File: config.mk
export PLATFORM = sky130hd
export DESIGN_NAME = mem_access_stage
export DESIGN_NICKNAME = d
export VERILOG_FILES = /design/src/rtl/mem_access_stage.sv
export SDC_FILE = /design/constraint.sdc
export NUM_CORES = 1
export LEC_CHECK = 0
export BUFFER_PORTS_ARGS = -buffer_cell sky130_fd_sc_hd__buf_2
export CAP_MARGIN = 5
export CELL_PAD_IN_SITES_DETAIL_PLACEMENT = 1
export CELL_PAD_IN_SITES_GLOBAL_PLACEMENT = 1
export CORE_AREA = 3 3 237 239
export CTS_BUF_LIST = sky130_fd_sc_hd__clkbuf_8
export DETAILED_ROUTE_END_ITERATION = 12
export DIE_AREA = 0 0 240 242
export PLACE_DENSITY_LB_ADDON = 0.05
export REMOVE_ABC_BUFFERS = 1
export SLEW_MARGIN = 20
export SYNTH_ARGS = -nofsm -noshare
export SYNTH_HDL_FRONTEND = slang
export SYNTH_SLANG_ARGS = --single-unit
export TNS_END_PERCENT = 10
File: constraint.sdc
create_clock -name clk -period 41.4 [get_ports clk]
set_input_delay 8.28 -clock clk [delete_from_list [all_inputs] [get_ports clk]]
set_output_delay 8.28 -clock clk [all_outputs]
set_load 0.01 [all_outputs]
File: src/rtl/mem_access_stage.sv
// MEM stage of the 64-bit in-order pipeline: issues load/store transactions on the
// data-memory port, aligns/extends load data and presents registered results to MEM/WB.
module mem_access_stage #(
    parameter int unsigned TIMEOUT = 255
) (
    input  logic        clk,
    input  logic        rst,
    input  logic        in_valid,
    input  logic        in_memread,
    input  logic        in_memwrite,
    input  logic [2:0]  in_funct3,
    input  logic [63:0] in_alu,
    input  logic [63:0] in_store_data,
    input  logic [63:0] in_pc4,
    input  logic [4:0]  in_rd,
    input  logic        in_regwrite,
    input  logic        in_memtoreg,
    output logic        mem_stall,
    output logic        dmem_req,
    output logic        dmem_we,
    output logic [63:0] dmem_addr,
    output logic [63:0] dmem_wdata,
    output logic [7:0]  dmem_wstrb,
    input  logic        dmem_ack,
    input  logic [63:0] dmem_rdata,
    output logic        out_valid,
    output logic [63:0] rd_data_out,
    output logic [63:0] alu_data_out,
    output logic [63:0] pc4_out,
    output logic [4:0]  rd_out,
    output logic        regwrite_out,
    output logic        memtoreg_out,
    output logic        fault_out,
    output logic [1:0]  fault_cause
);

    localparam int unsigned CNT_W = (TIMEOUT < 1) ? 1 : $clog2(TIMEOUT + 1);

    typedef enum logic {S_IDLE, S_WAIT} state_t;

    state_t             state_q, state_d;
    logic [CNT_W-1:0]   cnt_q, cnt_d;
    logic               dmem_req_q, dmem_req_d;
    logic               dmem_we_q, dmem_we_d;
    logic [7:0]         dmem_wstrb_q, dmem_wstrb_d;
    logic [63:0]        dmem_wdata_q, dmem_wdata_d;
    logic [63:0]        cap_alu_q, cap_alu_d;
    logic [63:0]        cap_pc4_q, cap_pc4_d;
    logic [4:0]         cap_rd_q, cap_rd_d;
    logic               cap_regwrite_q, cap_regwrite_d;
    logic               cap_memtoreg_q, cap_memtoreg_d;
    logic [2:0]         cap_funct3_q, cap_funct3_d;
    logic               out_valid_q, out_valid_d;
    logic [63:0]        rd_data_q, rd_data_d;
    logic [63:0]        alu_data_q, alu_data_d;
    logic [63:0]        pc4_q, pc4_d;
    logic [4:0]         rd_q, rd_d;
    logic               regwrite_q, regwrite_d;
    logic               memtoreg_q, memtoreg_d;
    logic               fault_q, fault_d;
    logic [1:0]         fault_cause_q, fault_cause_d;

    logic               mem_op, illegal, misaligned, timeout;
    logic [63:0]        store_rep, load_sh, load_ext;
    logic [7:0]         strb_base;

    // Request decode: size legality, alignment and lane-replicated store data
    always_comb begin
        mem_op     = in_memread | in_memwrite;
        illegal    = (in_memread & in_memwrite)
                   | (in_memread & (in_funct3 == 3'b111))
                   | (in_memwrite & in_funct3[2]);
        misaligned = 1'b0;
        store_rep  = in_store_data;
        strb_base  = 8'hFF;
        case (in_funct3[1:0])
            2'b00: begin
                store_rep = {8{in_store_data[7:0]}};
                strb_base = 8'h01;
            end
            2'b01: begin
                misaligned = in_alu[0];
                store_rep  = {4{in_store_data[15:0]}};
                strb_base  = 8'h03;
            end
            2'b10: begin
                misaligned = |in_alu[1:0];
                store_rep  = {2{in_store_data[31:0]}};
                strb_base  = 8'h0F;
            end
            default: misaligned = |in_alu[2:0];
        endcase
    end

    // Load return path: shift the addressed lane down, then truncate and extend
    always_comb begin
        load_sh  = dmem_rdata >> {cap_alu_q[2:0], 3'b000};
        load_ext = load_sh;
        case (cap_funct3_q)
            3'b000:  load_ext = {{56{load_sh[7]}},  load_sh[7:0]};
            3'b001:  load_ext = {{48{load_sh[15]}}, load_sh[15:0]};
            3'b010:  load_ext = {{32{load_sh[31]}}, load_sh[31:0]};
            3'b100:  load_ext = {56'd0, load_sh[7:0]};
            3'b101:  load_ext = {48'd0, load_sh[15:0]};
            3'b110:  load_ext = {32'd0, load_sh[31:0]};
            default: load_ext = load_sh;
        endcase
    end

    always_comb begin
        state_d        = state_q;
        cnt_d          = cnt_q;
        dmem_req_d     = dmem_req_q;
        dmem_we_d      = dmem_we_q;
        dmem_wstrb_d   = dmem_wstrb_q;
        dmem_wdata_d   = dmem_wdata_q;
        cap_alu_d      = cap_alu_q;
        cap_pc4_d      = cap_pc4_q;
        cap_rd_d       = cap_rd_q;
        cap_regwrite_d = cap_regwrite_q;
        cap_memtoreg_d = cap_memtoreg_q;
        cap_funct3_d   = cap_funct3_q;
        out_valid_d    = 1'b0;
        rd_data_d      = rd_data_q;
        alu_data_d     = alu_data_q;
        pc4_d          = pc4_q;
        rd_d           = rd_q;
        regwrite_d     = regwrite_q;
        memtoreg_d     = memtoreg_q;
        fault_d        = fault_q;
        fault_cause_d  = fault_cause_q;
        mem_stall      = 1'b0;
        timeout        = (state_q == S_WAIT) && !dmem_ack && (cnt_q == CNT_W'(TIMEOUT));

        case (state_q)
            S_IDLE: begin
                if (in_valid) begin
                    if (mem_op && !illegal && !misaligned) begin
                        mem_stall      = 1'b1;
                        state_d        = S_WAIT;
                        cnt_d          = '0;
                        dmem_req_d     = 1'b1;
                        dmem_we_d      = in_memwrite;
                        dmem_wstrb_d   = in_memwrite ? 8'(strb_base << in_alu[2:0]) : 8'h00;
                        dmem_wdata_d   = store_rep;
                        cap_alu_d      = in_alu;
                        cap_pc4_d      = in_pc4;
                        cap_rd_d       = in_rd;
                        cap_regwrite_d = in_regwrite;
                        cap_memtoreg_d = in_memtoreg;
                        cap_funct3_d   = in_funct3;
                    end else begin
                        // Non-memory op or faulting access completes in one cycle
                        out_valid_d   = 1'b1;
                        rd_data_d     = '0;
                        alu_data_d    = in_alu;
                        pc4_d         = in_pc4;
                        rd_d          = in_rd;
                        memtoreg_d    = in_memtoreg;
                        fault_d       = mem_op;
                        regwrite_d    = in_regwrite & !mem_op;
                        fault_cause_d = !mem_op ? 2'b00 : (illegal ? 2'b10 : 2'b01);
                    end
                end
            end
            S_WAIT: begin
                mem_stall = !dmem_ack && !timeout;
                if (dmem_ack || timeout) begin
                    state_d       = S_IDLE;
                    dmem_req_d    = 1'b0;
                    dmem_we_d     = 1'b0;
                    dmem_wstrb_d  = 8'h00;
                    out_valid_d   = 1'b1;
                    alu_data_d    = cap_alu_q;
                    pc4_d         = cap_pc4_q;
                    rd_d          = cap_rd_q;
                    memtoreg_d    = cap_memtoreg_q;
                    fault_d       = !dmem_ack;
                    fault_cause_d = dmem_ack ? 2'b00 : 2'b11;
                    regwrite_d    = cap_regwrite_q & dmem_ack;
                    rd_data_d     = (dmem_ack && !dmem_we_q) ? load_ext : 64'd0;
                end else begin
                    cnt_d = cnt_q + CNT_W'(1);
                end
            end
            default: state_d = S_IDLE;
        endcase
    end

    always_ff @(posedge clk or posedge rst) begin
        if (rst) begin
            state_q        <= S_IDLE;
            cnt_q          <= '0;
            dmem_req_q     <= 1'b0;
            dmem_we_q      <= 1'b0;
            dmem_wstrb_q   <= '0;
            dmem_wdata_q   <= '0;
            cap_alu_q      <= '0;
            cap_pc4_q      <= '0;
            cap_rd_q       <= '0;
            cap_regwrite_q <= 1'b0;
            cap_memtoreg_q <= 1'b0;
            cap_funct3_q   <= '0;
            out_valid_q    <= 1'b0;
            rd_data_q      <= '0;
            alu_data_q     <= '0;
            pc4_q          <= '0;
            rd_q           <= '0;
            regwrite_q     <= 1'b0;
            memtoreg_q     <= 1'b0;
            fault_q        <= 1'b0;
            fault_cause_q  <= '0;
        end else begin
            state_q        <= state_d;
            cnt_q          <= cnt_d;
            dmem_req_q     <= dmem_req_d;
            dmem_we_q      <= dmem_we_d;
            dmem_wstrb_q   <= dmem_wstrb_d;
            dmem_wdata_q   <= dmem_wdata_d;
            cap_alu_q      <= cap_alu_d;
            cap_pc4_q      <= cap_pc4_d;
            cap_rd_q       <= cap_rd_d;
            cap_regwrite_q <= cap_regwrite_d;
            cap_memtoreg_q <= cap_memtoreg_d;
            cap_funct3_q   <= cap_funct3_d;
            out_valid_q    <= out_valid_d;
            rd_data_q      <= rd_data_d;
            alu_data_q     <= alu_data_d;
            pc4_q          <= pc4_d;
            rd_q           <= rd_d;
            regwrite_q     <= regwrite_d;
            memtoreg_q     <= memtoreg_d;
            fault_q        <= fault_d;
            fault_cause_q  <= fault_cause_d;
        end
    end

    assign dmem_req     = dmem_req_q;
    assign dmem_we      = dmem_we_q;
    assign dmem_addr    = {cap_alu_q[63:3], 3'b000};
    assign dmem_wdata   = dmem_wdata_q;
    assign dmem_wstrb   = dmem_wstrb_q;
    assign out_valid    = out_valid_q;
    assign rd_data_out  = rd_data_q;
    assign alu_data_out = alu_data_q;
    assign pc4_out      = pc4_q;
    assign rd_out       = rd_q;
    assign regwrite_out = regwrite_q;
    assign memtoreg_out = memtoreg_q;
    assign fault_out    = fault_q;
    assign fault_cause  = fault_cause_q;

endmodule

After elaboration in Yosys (flattened, before gate mapping)
Cells that the tools add are included.
Cells by class
  equal/unequal tests: 14
  multiplexer cells: 65
  $add $sub $neg: 1
  reduce and logical (&&, ||, !) cells: 21
  shift-type cells: 2
  bitwise operators: 9
Operator list (count)
  2-to-1 mux 64 bit: 10
  case mux 64 bit (2 select lines): 3
  case mux 64 bit (6 select lines): 1
  case mux 64 bit (3 select lines): 1
  right shift 64 x 6 -> 64 bit: 1
  2-to-1 mux 8 bit: 7
  case mux 8 bit (2 select lines): 2
  case mux 8 bit (3 select lines): 1
  2-to-1 mux 1 bit: 20
  case mux 1 bit (2 select lines): 8
  2-to-1 mux 5 bit: 3
  equality test 3 bit (second input constant): 4
  2-to-1 mux 2 bit: 6
  AND reduction 3 bit: 4
  case mux 5 bit (2 select lines): 1
  adder 8 x 1 -> 8 bit (second input constant): 1
  equality test 8 bit (second input constant): 1
  != test 2 bit (second input constant): 4
  left shift 8 x 3 -> 8 bit: 1
  logical AND 1 bit: 6
  zero test 1 bit: 6
  bitwise AND 1 bit: 5
  case mux 2 bit (2 select lines): 1
  equality test 3 x 1 -> 1 bit (second input constant): 1
  12 further kinds: 14
Storage, ports and cells
  logic and storage cells: 133
  register bits: 424

Logic depth before layout (Yosys ltp)
  depth after elaboration: 10
  depth in mapped cells: 10

Worst setup path before layout
No wires, ideal clock.
  kind: input -> output
  start point: in in_funct3[1]
  end point: out mem_stall
  buffers on the path: 3
  cell stages on the path: 7
  slack: 23.603 ns
  required time: 33.120 ns
  arrival time: 9.517 ns
  cells stage by stage: clkbuf_1 -> and2_1 -> buf_2 -> o22ai_1 -> nand3_1 -> clkbuf_1 -> nand2_1
Between the ends
  longest elaborated chain between the ends: 10
  elaborated cells on any way between the ends: 15
Ends and longest elaborated chain
  from (decl): RTL line 11  | input logic [2:0] in_funct3,
  equality test 3 bit: RTL line 71  | | (in_memread & (in_funct3 == 3'b111))
  bitwise AND 1 bit: RTL line 71
  bitwise OR 1 bit: RTL line 71
  bitwise OR 1 bit: RTL line 72  | | (in_memwrite & in_funct3[2]);
  zero test 1 bit: RTL line 138  | if (mem_op && !illegal && !misaligned) begin
  logical AND 1 bit: RTL line 138
  logical AND 1 bit (*): RTL line 138
  2-to-1 mux 1 bit (*): RTL line 138
  2-to-1 mux 1 bit (*): RTL line 137  | if (in_valid) begin
  case mux 1 bit (2 select lines) (*): RTL line 135  | case (state_q)
  to (decl): RTL line 18  | output logic mem_stall,
Every way passes the cells marked *; elsewhere a longest branch is shown, timed or not.

Worst setup path in the final report
  start point: in in_funct3[0]
  end point: out mem_stall
The elaborated chain is that of the path after synthesis.

==> key figures <==
Run status
  • Status: complete, no violations

STA
  • RSZ-0062 raised after global routing: no
  • Slew headroom: 0.264
  • Fin Hold WS: 467 ps
  • Final Cycle Share: 0.460
  • Clk_skew: about 23 ps
  • Final setup violation count: 0
  • Setup TNS: 0 ps
  • Slew @ Worst Pin: 1100 ps
  • Minimum clock period: between 15000 and 20000 ps
  • Max Slew Vio Count: 0
  • Max frequency: 0.0525 GHz
  • Worst setup margin: roughly 22000 ps
  • Fin. Hold Viols: 0

Yosys
  • Largest family of logic cells by synthesized area: multiplexers
  • Compound-Gate Fraction of Synth Area: 0.118
  • Mux contribution to synthesized area: 0.153
  • Post-Syn Instances: roughly 2100
  • Mapped Area: about 21000 µm²
  • Simple-Gate Fraction of Synth Area: 0.152
  • XOR/XNOR share of the synthesized area: 0.00254
  • Synth Flop Type: dfrtp_1
  • Post-synth top cells: nand2_1 (524), dfrtp_1 (424), mux2i_1 (247), a21oi_1 (172), nor3_1 (143)
  • Post-synth top area cell: dfrtp_1
  • Yosys top cell area share: 0.513
  • Ys Warns: 0
  • Sequential element share of the synthesized area: 0.513
  • Netlist cell types: 58
  • Post-Synth Adder-Cell Area: 0.000604
  • EDFF count, synth: 0
  • Most frequent cell after synthesis: nand2_1
  • FF+latch count, synth: roughly 420
  • Syn avg cell area: slightly below 10 µm²
  • Dominant cells by area after synthesis: dfrtp_1 (51%), mux2i_1 (12%), nand2_1 (9.5%)
  • Fraction of registers with async set/reset: 1.00

Drt
  • Drt wl/cell: 22.6 µm
  • Vias per std cell: between 5 and 6
  • Final wirelength: 76600 µm
  • DR pass1 iterations: 5
  • DRC Markers: 0
  • First DRT Iteration DRCs: around 910
  • Routed Antenna Nets: 0
  • Routed vias: around 18000

Global route
  • Largest net degree at the start of global routing: about 190
  • Total congestion overflow: 0
  • Total GRT Usage: 0.259
  • Antenna violations before repair: 29
  • Vias in the first global route: 19000
  • First-pass GRT wire length: 117000 µm

CTS
  • Clock Sinks: approximately 420
  • Root buffer cell: clkbuf_8
  • CTS max path bufs: 3
  • Hold buffers post-CTS: 0
  • CTS buffer count: 79
  • H-tree Lvls: 3
  • Clock slew at reported path FFs: approximately 60 ps
  • CTS tree: done
  • Clock latency on the worst-skew pair: about 650 ps
  • CTS resizes: 0
  • Setup Buffers After CTS: 0

Critical path
  • Critical path's slowest cell: nand3_4
  • Crit path capture type: output pin
  • CP startpoint: in_funct3[0]
  • Crit path capture: mem_stall
  • CP most frequent cell: buf_2
  • Critical path, cell by cell: buf_2 > buf_4 > and2_1 > o22ai_1 > nand3_4 > nand2_1 > buf_2
  • WS Path Type: in2out
  • Levels on crit path: 7
  • Worst setup SP type: input pin
  • Reg2Reg Setup Slack: 36910 ps
  • Reg2reg end: alu_data_out[54]$_DFFE_PP0P_
  • Crit path max-delay family: simple AND/OR/NAND/NOR gates
  • Worst path max stage delay: between 700 and 800 ps
  • Crit path DAT: 10760 ps
  • CP bufs+invs: 3
  • R2r worst-path depth: 8
  • Critical Path RT: 33120 ps
  • CP max FO: 65
  • Reg-to-reg startpoint: state_q$_DFF_PP0_

Power
  • PwrDens: roughly 55 nW/µm²
  • Worst VDD drop: around 0.032 mV
  • Final Total Pwr: between 1 and 1.5 mW
  • Lkg Pwr: about 12 nW

Final layout
  • Area grow syn2layout: 22.3%
  • Final instance area: between 20000 and 30000 µm²
  • Layout cells sized above 1: 0.298
  • Fin cells: about 3400
  • Final core utilization: 0.469
  • Layout net count: slightly below 3000

Placement
  • Dpl cells: roughly 3200
  • Placed Area: between 20000 and 25000 µm²
  • DP Worst Slack: 22330 ps
  • Detailed-placement wirelength estimate: 51200 µm
  • I/O Buffers: a little over 600
  • Routability cong.: 0.834

Worst hold path
  • Hold WC Path Type: reg2reg
  • Hold Crit Start: dmem_wdata[5]$_DFFE_PP0P_

Floorplan
  • CORE AREA: 54000 µm²
  • Die width: 240 µm
  • Die Y: around 240 µm
  • Initial Util: 0.383
  • # IOs: approximately 600
  • Die area: 58100 µm²
  • Rows: 85

Job
  • Max Cap Viol: 0
==> cell usage in the layout (no fill, tap or decap), drive strengths merged, types with 33 or more instances in the layout <==
cell type	count
o21ai	103
o2bb2ai	33
dfrtp	424
inv	49
buf	635
a21oi	172
mux2i	247
nand2	524
nor2	54
clkbuf	101
nor3	143
==> tightest hold or removal path, cell delays in order, from the launching register on <==
cell	delay, ps
dfrtp_1	330
nand2_1	50
nand2_1	50
==> kinds of logic after synthesis <==
family,after synthesis
adders and majority gates,1
other,1
and+or+nand+nor,759
muxes,287
buffers and inverters,255
DFF,424
xor gates and xnor gates,6
AOI/OAI and AO/OA,401
==> power by group <==
| group | internal [mW] | switching (mW) | total, mW | leakage [nW] |
|---|---|---|---|---|
| clock | 0.216 | 0.181 | 0.397 | 0.874 |
| sequential | 0.512 | 0.0650 | 0.577 | 5.23 |
| combinational | 0.164 | 0.247 | 0.411 | 6.33 |
| total | 0.892 | 0.493 | 1.38 | 12.4 |
==> area by class of cell <==
| type | count | area [µm²] |
|---|---|---|
| Antenna cell | 21 | 52.6 |
| Clock buffer | 101 | 1390 |
| Clock inverter | 30 | 126 |
| Fill cell | 6326 | 28700 |
| Inverter | 23 | 96.3 |
| Multi-Input combinational cell | 1457 | 8870 |
| Sequential cell | 424 | 10600 |
| Tap cell | 696 | 871 |
| Timing Repair Buffer | 635 | 3290 |
==> sequential cells by signal, summed over array words and instances, names as in the netlist, 2 cells and up <==
| register | cells |
|---|---|
| cnt_q | 8 |
| cap_rd_q | 5 |
| dmem_wdata | 64 |
| alu_data_out | 64 |
| cap_funct3_q | 3 |
| cap_pc4_q | 64 |
| rd_out | 5 |
| cap_alu_q | 64 |
| rd_data_out | 64 |
| fault_cause | 2 |
| pc4_out | 64 |
| dmem_wstrb | 8 |
==> metal layers <==
metal  wire length [µm]  track usage
met5                100            0
met4               2460       0.0994
met3               5390       0.0789
met2              37200        0.424
met1              31500        0.320
==> how the worst min path moves through the flow <==
stage	to	slack (ps)	cells past startpoint
final	dmem_wdata[5]$_DFFE_PP0P_	470	2
after global routing	cap_pc4_q[37]$_DFFE_PP0P_	500	2
after CTS	dmem_wdata[5]$_DFFE_PP0P_	470	2
after detailed placement	dmem_wdata[5]$_DFFE_PP0P_	460	2
after global placement	cap_pc4_q[57]$_DFFE_PP0P_	460	2
after floorplan	cap_memtoreg_q$_DFFE_PP0P_	450	2
Power figures use the tool's default switching activity.
